File: config.mk
export PLATFORM = sky130hd
export DESIGN_NAME = sprite_blit_controller
export DESIGN_NICKNAME = d
export VERILOG_FILES = /design/src/rtl/sprite_blit_controller_pkg.sv /design/src/rtl/sprite_blit_controller_scan_counter.sv /design/src/rtl/sprite_blit_controller.sv
export SDC_FILE = /design/constraint.sdc
export NUM_CORES = 1
export LEC_CHECK = 0
export CAP_MARGIN = 30
export CORE_MARGIN = 5
export CORE_UTILIZATION = 50
export DETAILED_ROUTE_END_ITERATION = 7
export HOLD_SLACK_MARGIN = 0.05
export PLACE_DENSITY = 0.8
export SYNTH_ARGS = -nofsm -noshare
export SYNTH_HDL_FRONTEND = slang
export SYNTH_HIERARCHICAL = 1
export SYNTH_SLANG_ARGS = --single-unit
File: constraint.sdc
create_clock -name clk -period 2.4 [get_ports clk]
set_clock_uncertainty 0.15 [all_clocks]
set_input_delay 0.48 -clock clk [delete_from_list [all_inputs] [get_ports clk]]
set_output_delay 0.48 -clock clk [all_outputs]
set_load 0.01 [all_outputs]
File: src/rtl/sprite_blit_controller_pkg.sv
// Shared definitions for the sprite blitter: colour width, screen geometry,
// transparency key and the blit FSM encoding.
package sprite_blit_controller_pkg;

    localparam int COLOR_W       = 3;
    localparam int SCREEN_XW_DEF = 8;
    localparam int SCREEN_YW_DEF = 7;
    localparam int SCREEN_W_DEF  = 160;
    localparam int SCREEN_H_DEF  = 120;

    localparam logic [COLOR_W-1:0] TRANSP_COLOR_DEF = 3'b000;

    typedef enum logic [1:0] {
        IDLE  = 2'd0,
        SCAN  = 2'd1,
        DRAIN = 2'd2
    } blit_state_t;

    // A pixel is skipped only when keying is enabled and the colour matches the key.
    function automatic logic is_transparent(
        input logic               en,
        input logic [COLOR_W-1:0] color,
        input logic [COLOR_W-1:0] key
    );
        return en && (color == key);
    endfunction

endpackage

File: src/rtl/sprite_blit_controller_scan_counter.sv
// Raster-order sprite coordinate counter with clear, enable and a flag that
// marks the last pixel; also usable for background blits.
module sprite_scan_counter #(
    parameter int WIDTH_X  = 4,
    parameter int WIDTH_Y  = 3,
    parameter int SPRITE_W = 10,
    parameter int SPRITE_H = 6
) (
    input  logic               clk,
    input  logic               resetn,
    input  logic               clear,
    input  logic               enable,
    output logic [WIDTH_X-1:0] sx,
    output logic [WIDTH_Y-1:0] sy,
    output logic               last
);

    localparam logic [WIDTH_X-1:0] LAST_X = WIDTH_X'(SPRITE_W - 1);
    localparam logic [WIDTH_Y-1:0] LAST_Y = WIDTH_Y'(SPRITE_H - 1);

    // The count wraps to (0,0) after the last pixel so a new scan can follow directly.
    always_ff @(posedge clk or negedge resetn) begin
        if (!resetn) begin
            sx <= '0;
            sy <= '0;
        end else if (clear) begin
            sx <= '0;
            sy <= '0;
        end else if (enable) begin
            if (sx == LAST_X) begin
                sx <= '0;
                sy <= (sy == LAST_Y) ? '0 : sy + 1'b1;
            end else begin
                sx <= sx + 1'b1;
            end
        end
    end

    assign last = (sx == LAST_X) && (sy == LAST_Y);

endmodule

File: src/rtl/sprite_blit_controller.sv
// Sequences one sprite draw: scans the sprite RAM in raster order, follows its
// one-cycle read latency and emits clipped, colour-keyed VGA pixel writes.
module sprite_blit_controller
    import sprite_blit_controller_pkg::*;
#(
    parameter int                 WIDTH_X      = 4,
    parameter int                 WIDTH_Y      = 3,
    parameter int                 SPRITE_W     = 10,
    parameter int                 SPRITE_H     = 6,
    parameter int                 SCREEN_XW    = SCREEN_XW_DEF,
    parameter int                 SCREEN_YW    = SCREEN_YW_DEF,
    parameter int                 SCREEN_W     = SCREEN_W_DEF,
    parameter int                 SCREEN_H     = SCREEN_H_DEF,
    parameter bit                 TRANSP_EN    = 1'b1,
    parameter logic [COLOR_W-1:0] TRANSP_COLOR = TRANSP_COLOR_DEF
) (
    input  logic                 clk,
    input  logic                 resetn,
    input  logic                 start,
    input  logic [SCREEN_XW-1:0] pos_x,
    input  logic [SCREEN_YW-1:0] pos_y,
    output logic                 busy,
    output logic                 done,
    output logic [WIDTH_X-1:0]   rom_x,
    output logic [WIDTH_Y-1:0]   rom_y,
    input  logic [COLOR_W-1:0]   rom_color,
    output logic [SCREEN_XW-1:0] vga_x,
    output logic [SCREEN_YW-1:0] vga_y,
    output logic [COLOR_W-1:0]   vga_color,
    output logic                 vga_plot
);

    localparam logic [SCREEN_XW:0] X_LIMIT = (SCREEN_XW + 1)'(SCREEN_W);
    localparam logic [SCREEN_YW:0] Y_LIMIT = (SCREEN_YW + 1)'(SCREEN_H);

    blit_state_t state, next_state;

    logic                 drain_second;
    logic                 accept;
    logic                 cnt_clear;
    logic                 cnt_en;
    logic                 scan_last;
    logic [WIDTH_X-1:0]   sx;
    logic [WIDTH_Y-1:0]   sy;
    logic [SCREEN_XW-1:0] pos_x_q;
    logic [SCREEN_YW-1:0] pos_y_q;

    logic                 s1_valid;
    logic [WIDTH_X-1:0]   s1_sx;
    logic [WIDTH_Y-1:0]   s1_sy;
    logic [SCREEN_XW:0]   scr_x;
    logic [SCREEN_YW:0]   scr_y;
    logic                 on_screen;

    sprite_scan_counter #(
        .WIDTH_X  (WIDTH_X),
        .WIDTH_Y  (WIDTH_Y),
        .SPRITE_W (SPRITE_W),
        .SPRITE_H (SPRITE_H)
    ) u_scan (
        .clk    (clk),
        .resetn (resetn),
        .clear  (cnt_clear),
        .enable (cnt_en),
        .sx     (sx),
        .sy     (sy),
        .last   (scan_last)
    );

    always_ff @(posedge clk or negedge resetn) begin
        if (!resetn) begin
            state        <= IDLE;
            drain_second <= 1'b0;
            done         <= 1'b0;
            pos_x_q      <= '0;
            pos_y_q      <= '0;
        end else begin
            state        <= next_state;
            drain_second <= (state == DRAIN) ? ~drain_second : 1'b0;
            done         <= (state == DRAIN) && drain_second;
            if (accept) begin
                pos_x_q <= pos_x;
                pos_y_q <= pos_y;
            end
        end
    end

    // Start is only honoured from IDLE, so a held start re-triggers exactly on the done cycle.
    always_comb begin
        next_state = state;
        accept     = 1'b0;
        cnt_clear  = 1'b0;
        cnt_en     = 1'b0;
        case (state)
            IDLE: begin
                cnt_clear = 1'b1;
                if (start) begin
                    accept     = 1'b1;
                    next_state = SCAN;
                end
            end
            SCAN: begin
                cnt_en = 1'b1;
                if (scan_last) begin
                    next_state = DRAIN;
                end
            end
            DRAIN: begin
                if (drain_second) begin
                    next_state = IDLE;
                end
            end
            default: next_state = IDLE;
        endcase
    end

    assign busy  = (state != IDLE);
    assign rom_x = (state == SCAN) ? sx : '0;
    assign rom_y = (state == SCAN) ? sy : '0;

    // Stage 1 lines the sprite coordinate up with the RAM data returning a cycle later.
    always_ff @(posedge clk or negedge resetn) begin
        if (!resetn) begin
            s1_valid <= 1'b0;
            s1_sx    <= '0;
            s1_sy    <= '0;
        end else begin
            s1_valid <= (state == SCAN);
            s1_sx    <= sx;
            s1_sy    <= sy;
        end
    end

    assign scr_x = {1'b0, pos_x_q} + {{(SCREEN_XW + 1 - WIDTH_X){1'b0}}, s1_sx};
    assign scr_y = {1'b0, pos_y_q} + {{(SCREEN_YW + 1 - WIDTH_Y){1'b0}}, s1_sy};
    assign on_screen = (scr_x < X_LIMIT) && (scr_y < Y_LIMIT);

    always_ff @(posedge clk or negedge resetn) begin
        if (!resetn) begin
            vga_x     <= '0;
            vga_y     <= '0;
            vga_color <= '0;
            vga_plot  <= 1'b0;
        end else begin
            vga_x     <= scr_x[SCREEN_XW-1:0];
            vga_y     <= scr_y[SCREEN_YW-1:0];
            vga_color <= rom_color;
            vga_plot  <= s1_valid && on_screen
                         && !is_transparent(TRANSP_EN, rom_color, TRANSP_COLOR);
        end
    end

endmodule

Yosys cells after proc, flatten, opt, wreduce, memory -nomap -nowiden --
Cells that the tools add are included.
Operators by class: $add $sub $neg 4, multipliers 0, divide/modulo/power cells 0, magnitude comparators 2, eq/ne operators 7, shift-type cells 0, multiplexer cells 18, bitwise operators 1, reductions and logical operators 13
Operator list (count):
- 2-to-1 mux 4 bit | 4
- 2-to-1 mux 3 bit | 5
- adder 8 x 4 -> 9 bit | 1
- less-than comparator 9 x 8 -> 1 bit, second input constant | 1
- adder 7 x 3 -> 8 bit | 1
- less-than comparator 8 x 7 -> 1 bit, second input constant | 1
- 2-to-1 mux 2 bit | 3
- != test 2 bit, second input constant | 3
- case mux 2 bit (3 select lines) | 1
- nonzero test 2 bit | 3
- logical AND 1 bit | 5
- 2-to-1 mux 1 bit | 5
- adder 4 x 1 -> 4 bit, second input constant | 1
- equality test 4 bit, second input constant | 1
- adder 3 x 1 -> 3 bit, second input constant | 1
- equality test 3 bit, second input constant | 1
- logical NOT 3 bit | 1
- AND reduction 3 bit | 1
- equality test 2 x 1 -> 1 bit, second input constant | 1
- equality test 2 bit, second input constant | 1
- logical NOT 2 bit | 1
- AND reduction 2 bit | 1
- logical NOT 1 bit | 1
- NOT 1 bit | 1
Word-level totals: flip-flop bits (word level) 53, bits in latches 0, memory bits (writable) 0, memory bits (read-only) 0, input port bits 21, output and inout port bits 28, logic and storage cells 59, memories kept 0

Depth between registers and ports, before layout --
Gate-level depths: netlist of the first run.
word-level depth 5, gate-level depth with buffers 7, depth with buffers taken out 7

Hierarchy --
Netlist of the first run, hierarchy kept.
Modules (own cells, without submodules):
- sprite_blit_controller | instances 1, cells each 143, area each 1951.9 um2, sequential area each 1151.1 um2
- sprite_scan_counter | instances 1, cells each 40, area each 397.9 um2, sequential area each 175.2 um2

Least setup slack after synthesis of the first run --
Ideal clock, no wire load.
kind reg2reg, start point register pos_y_q[0], end point register vga_plot, setup time 0.087 ns, arrival time 1.581 ns, data required time 2.163 ns, path slack 0.582 ns, stages on the path, launching flop included 7, path buffers 0, clock period less this slack 1.818 ns, cells stage by stage dfrtp_1 -> ha_1 -> fa_1 -> and4bb_2 -> mux2i_1 -> o211ai_1 -> a211oi_2
Between the ends: cells in the longest elaborated chain, start to end 5
Ends and longest elaborated chain:
- start, declared | RTL line sprite_blit_controller.sv:46 | logic [SCREEN_YW-1:0] pos_y_q;
- start signal, assigned | RTL line sprite_blit_controller.sv:83 | pos_y_q <= pos_y;
- adder 7 x 3 -> 8 bit | RTL line sprite_blit_controller.sv:135 | assign scr_y = {1'b0, pos_y_q} + {{(SCREEN_YW + 1 - WIDTH_Y){1'b0}}, s1_sy};
- less-than comparator 8 x 7 -> 1 bit | RTL line sprite_blit_controller.sv:136 | assign on_screen = (scr_x < X_LIMIT) && (scr_y < Y_LIMIT);
- logical AND 1 bit | RTL line sprite_blit_controller.sv:136
- logical AND 1 bit | RTL line sprite_blit_controller.sv:148 | vga_plot <= s1_valid && on_screen
- logical AND 1 bit | RTL line sprite_blit_controller.sv:149 | && !is_transparent(TRANSP_EN, rom_color, TRANSP_COLOR);
- end signal, assigned | RTL line sprite_blit_controller.sv:148
- end, declared | RTL line sprite_blit_controller.sv:30 | output logic vga_plot
Every way passes these cells. A chain may end at the register's enable or synchronous reset.

Final worst setup path of the first run --
start point register state[0], end point output rom_x[1]
Between the ends: cells in the longest elaborated chain, start to end 2
Ends and longest elaborated chain:
- start, declared | RTL line sprite_blit_controller.sv:36 | blit_state_t state, next_state;
- start signal, assigned | RTL line sprite_blit_controller.sv:78 | state <= next_state;
- equality test 2 x 1 -> 1 bit | RTL line sprite_blit_controller.sv:118 | assign rom_x = (state == SCAN) ? sx : '0;
- 2-to-1 mux 4 bit | RTL line sprite_blit_controller.sv:118
- end, declared | RTL line sprite_blit_controller.sv:24 | output logic [WIDTH_X-1:0] rom_x,
Every way passes these cells.

==> flow_summary.json, run 1 <==
{
  "clock-root-buffer": "sky130_fd_sc_hd__clkbuf_8",
  "num-nets-final": 270,
  "path_cells": "nor2b_4, and2_1, clkdlybuf4s50_1",
  "top_level_ports": 49,
  "worstPathBufferInverterCount": 1,
  "netlist_instances": 183,
  "insertedDiodeCount": 0,
  "globalRouteMet3Util_pct": 4.01,
  "grt_setup_unrepaired": "no",
  "power_leakage_nw": 1.34,
  "totalWireLength_microns": 4500,
  "count_of_flip_flops_with_a_built_in_enable_after_synthesis": 0,
  "clock_latency_ns": 0.29,
  "drt_first_iter_violations": 91,
  "grt_pass1_vias": 1568,
  "synth_area_leaders": "sky130_fd_sc_hd__dfrtp_1 (56%), sky130_fd_sc_hd__ha_1 (4.8%), sky130_fd_sc_hd__mux2_2 (4.3%), sky130_fd_sc_hd__xnor2_1 (2.6%), sky130_fd_sc_hd__a21oi_1 (2.1%)",
  "dominantRegCellSynth": "sky130_fd_sc_hd__dfrtp_1",
  "filler_cell_count": 371,
  "worst_slack_ns": 0.130,
  "first_pass_grt_wire_length_microns": 7590,
  "synthDistinctLibCells": 48,
  "grt_most_used_layer": "met2",
  "ys_seq_elements": 53,
  "cts-buffers-inserted": 5,
  "final_max_slew_violation_count": 0,
  "placeable_core_region_sq_um": 4630,
  "most_frequent_standard_cell_in_the_layout_excluding_fill_and_tap_cells": "sky130_fd_sc_hd__dfrtp_1",
  "grt_util_met1_pct": 20.3,
  "cts_tree": "built",
  "hold_violations": 0,
  "setup-tns-final_ns": 0,
  "hold_path_class": "flop to flop",
  "worst_pin_slew_ns": 0.535,
  "globalplace.congestion": 0.769,
  "initial_antenna_violation_count": 0,
  "final_layout_size_suffix_gt1_share_pct": 15.1,
  "yosysWarnings": 6,
  "worstPathArrival_ns": 1.64,
  "post-synth-top-area-cell": "sky130_fd_sc_hd__dfrtp_1",
  "stage_delay_of_the_slowest_cell_on_the_critical_path_ns": 0.54,
  "clkTransAtPathRegs_ns": 0.08,
  "via_per_inst": 5.36,
  "synth-seq-area-share_pct": 56.4,
  "path_delay_family": "buffers and inverters",
  "dpl.hpwl_microns": 3230,
  "async_reset_ff_share_pct": 100,
  "power.density_nw_per_um2": 1050,
  "maxCapViolCount": 0,
  "dp_slack_ns": 0.226,
  "grt_remaining_overflow": 0,
  "ant_nets": 0,
  "initial_core_util_pct": 50.8,
  "synth.cell_area_sq_um": 2350,
  "layout.cells.most_common_list": "sky130_fd_sc_hd__dfrtp_1 (53), sky130_fd_sc_hd__clkdlybuf4s50_1 (47), sky130_fd_sc_hd__nand2_1 (12)",
  "ir_drop_uv": 543,
  "crit_fanout": 8,
  "final_cells": 293,
  "track_usage_pct": 15.7,
  "htree_levels": 2,
  "cts-root-to-sink-buffers": 2,
  "syn_avg_cell_area_sq_um": 12.8,
  "die-height_microns": 78.6,
  "syn2layout_area_growth_pct": 28.2,
  "final_worst_path_period_share_pct": 94.6,
  "floorplan.die_area_sq_um": 6170,
  "number_of_cell_rows": 25,
  "synth_nets": 215,
  "fin_crit_ns": 2.27,
  "met2_usage_pct": 26.1,
  "fmax_mhz": 441,
  "placement.io_buffers": 48,
  "synth_top_area_share_pct": 56.4,
  "final_layout_worst_hold_slack_ns": 0.298,
  "die_w_microns": 78.6,
  "crit_type": "flop to output pin",
  "status": "finished, final reports clean",
  "drt_pre_antenna_iters": 4,
  "finalSetupViolCount": 0,
  "cts_post_setup_buffers_inserted": 0,
  "timing.max_slew.rel_slack_pct": 64.3,
  "vias": 1570,
  "grt_max_degree": 32,
  "post_drt_wl_per_cell_microns": 15.4,
  "crit_path_top_delay_cell": "sky130_fd_sc_hd__clkdlybuf4s50_1",
  "drc": 0,
  "cp-end-kind": "output pin",
  "timing.critical_path.required_ns": 1.77,
  "timing.critical_path.from_type": "flop",
  "inst_count_dp": 284,
  "cts_sinks": 53
}
## registers in the layout, summed over array words and instances, names as in the netlist
register      cells
pos_y_q           7
vga_y             7
u_scan/sx         4
s1_sy             3
s1_valid          1
pos_x_q           8
u_scan/sy         3
vga_plot          1
s1_sx             4
vga_color         3
drain_second      1
vga_x             8
state             2
done              1
## Yosys cell counts, drive strengths merged, types with 2 or more instances
master,number
nand3,2
clkbuf,2
nand2b,2
a21boi,2
a21oi,12
ha,9
xor2,3
buf,2
nand2,12
o31ai,2
dfrtp,53
nand4,2
and4b,2
nand3b,3
nor2,5
o21ai,8
and2,8
xnor2,7
mux2,12
inv,9
fa,2
a21o,5
nor2b,2
## through the flow
stage	utilization, %	total power, mW	instance area (sq um)
3_5_place_dp	62.5	2.66	2890
6_report	65.1	3.17	3010
2_1_floorplan	-	2.11	2350
4_1_cts	64.9	3.20	3010
5_1_grt	65.1	3.39	3010
3_3_place_gp	62.5	2.61	2890
## cell families after synthesis
kind of cell | count (synthesis) | synth area share [%]
adder cells (fa/ha/maj) | 11 | 6.50
multiplexers | 13 | 6.66
AND/OR/NAND/NOR | 45 | 12.0
buffers and inverters | 13 | 2.93
AO/OA/AOI/OAI | 38 | 11.7
XOR/XNOR | 10 | 3.73
flip-flops | 53 | 56.4
## worst paths after layout
check / cells after the start / from / slack [ns] / end
worst max-delay path: 3 / state[0] / 0.13 / rom_x[1]
worst min register to register: 1 / drain_second / 0.30 / drain_second
worst max register to register: 6 / pos_y_q[0] / 0.41 / vga_plot
min in group asynchronous: 2 / resetn / 0.55 / vga_color[0]
max in group asynchronous: 3 / resetn / 0.99 / drain_second
worst min-delay path: 1 / drain_second / 0.30 / drain_second
## area by class of cell
| cell class | count | area, sq um | area share (%) |
|---|---|---|---|
| repair buffers | 52 | 520 | 17.3 |
| clock buffers | 7 | 96.3 | 3.20 |
| multi-input cells | 117 | 962 | 31.9 |
| clock inverters | 1 | 5.00 | 0.166 |
| flip-flops and latches | 53 | 1330 | 44.0 |
| inverters | 9 | 33.8 | 1.12 |
| well taps | 54 | 67.6 | 2.24 |
## power by group
group / internal (mW) / switching [mW]
clock network: 0.261 / 0.265
logic: 0.696 / 0.526
registers: 1.19 / 0.229
total: 2.15 / 1.02
## per-layer routing
metal  up-vias  wire length (microns)
met1       784                   1950
met3         2                    191
met4         0                     35
met5         -                      0
li1        751                      -
met2        33                   2330
## timing repair
action / in CTS / in global routing
gates resized for setup: 1 / 1
hold buffers: 1 / 0
endpoints found under the hold margin: 22 / 0
setup endpoints to repair: 7 / 7
No activity file was read; power rests on OpenSTA's default activity.
==> run 2: changes to the inputs <==
--- a/config.mk
+++ b/config.mk
@@ -7,10 +7,11 @@
 export LEC_CHECK = 0
 export CAP_MARGIN = 30
 export CORE_MARGIN = 5
-export CORE_UTILIZATION = 50
+export CORE_UTILIZATION = 46
 export DETAILED_ROUTE_END_ITERATION = 7
+export GPL_ROUTABILITY_DRIVEN = 0
 export HOLD_SLACK_MARGIN = 0.05
-export PLACE_DENSITY = 0.8
+export PLACE_DENSITY = 0.78
 export SYNTH_ARGS = -nofsm -noshare
 export SYNTH_HDL_FRONTEND = slang
 export SYNTH_HIERARCHICAL = 1
==> constraint.sdc (replaced) <==
create_clock -name clk -period 1.9 [get_ports clk]
set_clock_uncertainty 0.15 [all_clocks]
set_input_delay 0.38 -clock clk [delete_from_list [all_inputs] [get_ports clk]]
set_output_delay 0.38 -clock clk [all_outputs]
set_load 0.01 [all_outputs]
==> flow_summary.json, run 2 (synthesis gave the netlist of run 1 again) <==
{
  "status": "finished, final reports clean",
  "track_usage_pct": 14.2,
  "hold_violations": 0,
  "finalSetupViolCount": 0,
  "floorplan.die_area_sq_um": 6640,
  "top_level_ports": 49,
  "clkTransAtPathRegs_ns": 0.09,
  "via_per_inst": 5.00,
  "maxCapViolCount": 0,
  "grt_setup_unrepaired": "no",
  "clock-root-buffer": "sky130_fd_sc_hd__clkbuf_8",
  "timing.max_slew.rel_slack_pct": 74.5,
  "timing.critical_path.required_ns": 1.97,
  "dpl.hpwl_microns": 3200,
  "htree_levels": 2,
  "reg.largest.list": "pos_x_q: 8 flops, vga_x: 8 flops",
  "clock_latency_ns": 0.30,
  "setup-tns-final_ns": 0,
  "hold_path_class": "flop to flop",
  "initial_core_util_pct": 46.6,
  "cp-end-kind": "flop",
  "crit_fanout": 2,
  "most_frequent_standard_cell_in_the_layout_excluding_fill_and_tap_cells": "sky130_fd_sc_hd__dfrtp_1",
  "first_pass_grt_wire_length_microns": 7190,
  "placement.io_buffers": 48,
  "cts-buffers-inserted": 5,
  "drt_first_iter_violations": 80,
  "drt_pre_antenna_iters": 4,
  "totalWireLength_microns": 4390,
  "die_w_microns": 81.5,
  "vias": 1600,
  "grt_remaining_overflow": 0,
  "final_layout_size_suffix_gt1_share_pct": 24.0,
  "power_leakage_nw": 1.41,
  "grt_max_degree": 27,
  "final_max_slew_violation_count": 0,
  "inst_count_dp": 308,
  "fmax_mhz": 552,
  "timing.critical_path.from_type": "flop",
  "crit_type": "flop to flop",
  "grt_pass1_vias": 1557,
  "report.power.total_mw": 4.17,
  "insertedDiodeCount": 0,
  "fin_crit_ns": 1.81,
  "drc": 0,
  "number_of_cells_traversed_by_the_worst_register_to_register_path": 6,
  "worst_pin_slew_ns": 0.382,
  "ant_nets": 0,
  "power.density_nw_per_um2": 1330,
  "cts_tree": "built",
  "post_drt_wl_per_cell_microns": 13.7,
  "final_worst_path_period_share_pct": 95.3,
  "layout.cells.most_common_list": "sky130_fd_sc_hd__dfrtp_1 (53), sky130_fd_sc_hd__clkdlybuf4s50_1 (39), sky130_fd_sc_hd__nand2_1 (12)",
  "initial_antenna_violation_count": 0,
  "reg2reg_setup_slack_ns": 0.09,
  "num-nets-final": 281,
  "worstPathArrival_ns": 1.88,
  "syn2layout_area_growth_pct": 33.1,
  "cts-root-to-sink-buffers": 2,
  "placeable_core_region_sq_um": 5040,
  "number_of_cell_rows": 26,
  "final_cells": 320,
  "hold_path_depth": 1,
  "final_layout_worst_hold_slack_ns": 0.300,
  "ir_drop_uv": 663,
  "die-height_microns": 81.5,
  "cts_sinks": 53
}
## run 2: cell count changes in the layout (fill, tap and decap cells not counted), sizes merged
cell           change
clkbuf             -1
buf               +18
clkdlybuf4s15      +1
bufinv             +1
clkinv             -1
clkdlybuf4s50      -8
clkinvlp           +1
## run 2: through the flow
stage / utilization [%] / area [sq um] / setup slack (ns)
final: 62.0 / 3130 / 0.0894
after global placement: 59.0 / 2970 / 0.0394
after global routing: 62.0 / 3130 / 0.00624
after floorplan: - / 2350 / 0.0820
after CTS: 61.9 / 3120 / 0.000326
after detailed placement: 59.0 / 2970 / -0.0288
## run 2: where the power goes
group,total [mW],switching (mW),internal [mW]
Clock,0.780,0.352,0.428
Combinational,1.61,0.699,0.909
Sequential,1.78,0.272,1.51
Total,4.17,1.32,2.85
## run 2: worst paths after layout
path                                    from            to
worst max register to register    pos_y_q[0]      vga_plot
min in group asynchronous             resetn  u_scan/sy[0]
max in group asynchronous             resetn      vga_y[5]
worst max-delay path              pos_y_q[0]      vga_plot
worst min-delay path            drain_second  drain_second
worst min register to register  drain_second  drain_second
## run 2: layer usage
layer | wire [microns] | part of all wire [%] | up-vias | global-route usage (%)
met5 | 0 | 0 | - | 0
met4 | 19 | 0.43 | 0 | 5.07
met3 | 266 | 6.1 | 2 | 4.50
met2 | 2190 | 50 | 45 | 22.4
met1 | 1920 | 44 | 779 | 18.5
li1 | - | - | 774 | -
## run 2: repair_timing
action	CTS	global route
buffers inserted	1	1
hold buffers	1	0
resized for setup	24	20
hold endpoints to repair	14	0
gates cloned	0	1
setup endpoints to repair	9	12
## run 2: area by class of cell
type	count	area, sq um
tap	70	87.6
multi-input combinational	117	985
sequential	53	1330
timing repair buffer	63	576
fill	425	1910
clock buffer	6	82.6
inverter	9	33.8
clock inverter	2	37.5
## run 2: critical path, stage by stage (launching register included)
cell and delay, ns:
sky130_fd_sc_hd__dfrtp_1 0.39, sky130_fd_sc_hd__ha_2 0.20, sky130_fd_sc_hd__fa_2 0.35, sky130_fd_sc_hd__and4bb_2 0.23, sky130_fd_sc_hd__mux2i_1 0.13, sky130_fd_sc_hd__o211ai_1 0.13, sky130_fd_sc_hd__a211oi_2 0.15
==> run 3: changes to the inputs <==
--- a/config.mk
+++ b/config.mk
@@ -5,13 +5,14 @@
 export SDC_FILE = /design/constraint.sdc
 export NUM_CORES = 1
 export LEC_CHECK = 0
-export CAP_MARGIN = 30
+export CAP_MARGIN = 15
 export CORE_MARGIN = 5
 export CORE_UTILIZATION = 46
 export DETAILED_ROUTE_END_ITERATION = 7
 export GPL_ROUTABILITY_DRIVEN = 0
 export HOLD_SLACK_MARGIN = 0.05
 export PLACE_DENSITY = 0.78
+export RECOVER_POWER = 100
 export SYNTH_ARGS = -nofsm -noshare
 export SYNTH_HDL_FRONTEND = slang
 export SYNTH_HIERARCHICAL = 1
==> flow_summary.json, run 3 (synthesis gave the netlist of run 1 again) <==
{
  "post_drt_wl_per_cell_microns": 13.7,
  "timing.critical_path.required_ns": 1.97,
  "ant_nets": 0,
  "cts-buffers-inserted": 5,
  "drc": 0,
  "filler_cell_count": 437,
  "multiInputGateArea_sq_um": 961,
  "final_worst_path_period_share_pct": 95.8,
  "worstPathArrival_ns": 1.89,
  "crit_fanout": 2,
  "fin_crit_ns": 1.82,
  "cts_sinks": 53,
  "number_of_cell_rows": 26,
  "floorplan.die_area_sq_um": 6640,
  "grt_remaining_overflow": 0,
  "cp-end-kind": "flop",
  "cts-root-to-sink-buffers": 2,
  "worst_pin_slew_ns": 0.905,
  "dpl.hpwl_microns": 3200,
  "reg.largest.list": "pos_x_q: 8 flops, vga_x: 8 flops",
  "die-height_microns": 81.5,
  "placement.io_buffers": 48,
  "maxCapViolCount": 0,
  "syn2layout_area_growth_pct": 31.3,
  "ir_drop_uv": 634,
  "hold_path_class": "flop to flop",
  "initial_core_util_pct": 46.6,
  "worst_slack_ns": 0.0792,
  "first_pass_grt_wire_length_microns": 7190,
  "insertedDiodeCount": 0,
  "grt_pass1_vias": 1557,
  "track_usage_pct": 14.2,
  "final_max_slew_violation_count": 0,
  "clock_latency_ns": 0.30,
  "power_leakage_nw": 1.38,
  "grt_setup_unrepaired": "no",
  "final_cells": 320,
  "timing.critical_path.from_type": "flop",
  "grt_max_degree": 27,
  "placeable_core_region_sq_um": 5040,
  "top_level_ports": 49,
  "cts_tree": "built",
  "hold_violations": 0,
  "most_frequent_standard_cell_in_the_layout_excluding_fill_and_tap_cells": "sky130_fd_sc_hd__dfrtp_1",
  "htree_levels": 2,
  "crit_type": "flop to flop",
  "totalWireLength_microns": 4370,
  "timing.max_slew.rel_slack_pct": 39.7,
  "area.sequential_sq_um": 1330,
  "num-nets-final": 281,
  "clkTransAtPathRegs_ns": 0.09,
  "fmax_mhz": 549,
  "finalSetupViolCount": 0,
  "drt_pre_antenna_iters": 4,
  "initial_antenna_violation_count": 0,
  "final_layout_size_suffix_gt1_share_pct": 20.4,
  "via_per_inst": 5.04,
  "layout.cells.most_common_list": "sky130_fd_sc_hd__dfrtp_1 (53), sky130_fd_sc_hd__dlygate4sd3_1 (24), sky130_fd_sc_hd__clkdlybuf4s50_1 (16)",
  "inst_count_dp": 308,
  "setup-tns-final_ns": 0,
  "vias": 1614,
  "die_w_microns": 81.5,
  "drt_first_iter_violations": 105,
  "status": "finished, final reports clean",
  "dp_slack_ns": -0.0288,
  "clock-root-buffer": "sky130_fd_sc_hd__clkbuf_8",
  "power.density_nw_per_um2": 1310
}
## run 3: changes by cell type in the layout (fill, tap and decap cells not counted), sizes merged
cell,delta
buf,-12
clkbuf,+12
dlygate4sd3,+23
clkdlybuf4s50,-23
## run 3: report_power, final
| part | leakage [nW] | switching [mW] | total, mW | internal, mW |
|---|---|---|---|---|
| clock | 0.0574 | 0.351 | 0.779 | 0.428 |
| combinational | 0.680 | 0.682 | 1.48 | 0.801 |
| sequential | 0.646 | 0.262 | 1.77 | 1.51 |
| total | 1.38 | 1.29 | 4.03 | 2.74 |
## run 3: final cells by class
class | count | area share (%)
repair buffers | 63 | 18.0
flip-flops and latches | 53 | 43.0
multi-input cells | 117 | 31.2
clock inverters | 2 | 1.22
well taps | 70 | 2.84
clock buffers | 6 | 2.68
inverters | 9 | 1.10
## run 3: layer usage
| layer | routed length [microns] | vias to the layer above | track usage [%] |
|---|---|---|---|
| li1 | - | 772 | - |
| met1 | 1850 | 780 | 18.5 |
| met2 | 2180 | 56 | 22.4 |
| met3 | 295 | 6 | 4.50 |
| met4 | 37 | 0 | 5.07 |
| met5 | 0 | - | 0 |
## run 3: repair_timing
action	4_1_cts	5_1_grt
hold buffers	1	0
endpoints found under the hold margin	14	0
setup endpoints to repair	9	12
gates cloned	0	1
gates resized for setup	24	20
setup buffers	1	1
## run 3: stage by stage
step / hold WS (ns) / power, mW / utilization [%] / cell area (sq um)
4_1_cts: 0.296 / 4.20 / 61.9 / 3120
6_report: 0.300 / 4.03 / 61.2 / 3080
2_1_floorplan: -0.0656 / 2.66 / - / 2350
3_3_place_gp: 0.166 / 3.38 / 59.0 / 2970
5_1_grt: 0.318 / 4.35 / 61.2 / 3080
3_5_place_dp: 0.167 / 3.41 / 59.0 / 2970
## run 3: final timing paths
path / startpoint / endpoint / slack, ns / depth (start not counted)
max in group asynchronous: resetn / pos_y_q[2] / 0.25 / 3
min: drain_second / drain_second / 0.30 / 1
max: pos_y_q[0] / vga_plot / 0.08 / 6
min reg2reg: drain_second / drain_second / 0.30 / 1
max reg2reg: pos_y_q[0] / vga_plot / 0.08 / 6
min in group asynchronous: resetn / u_scan/sy[0] / 0.57 / 2
## run 3: critical path, stage by stage, from the launching register on
cell	delay [ns]
sky130_fd_sc_hd__dfrtp_1	0.39
sky130_fd_sc_hd__ha_2	0.20
sky130_fd_sc_hd__fa_2	0.35
sky130_fd_sc_hd__and4bb_2	0.23
sky130_fd_sc_hd__mux2i_1	0.13
sky130_fd_sc_hd__o211ai_1	0.13
sky130_fd_sc_hd__a211oi_2	0.15
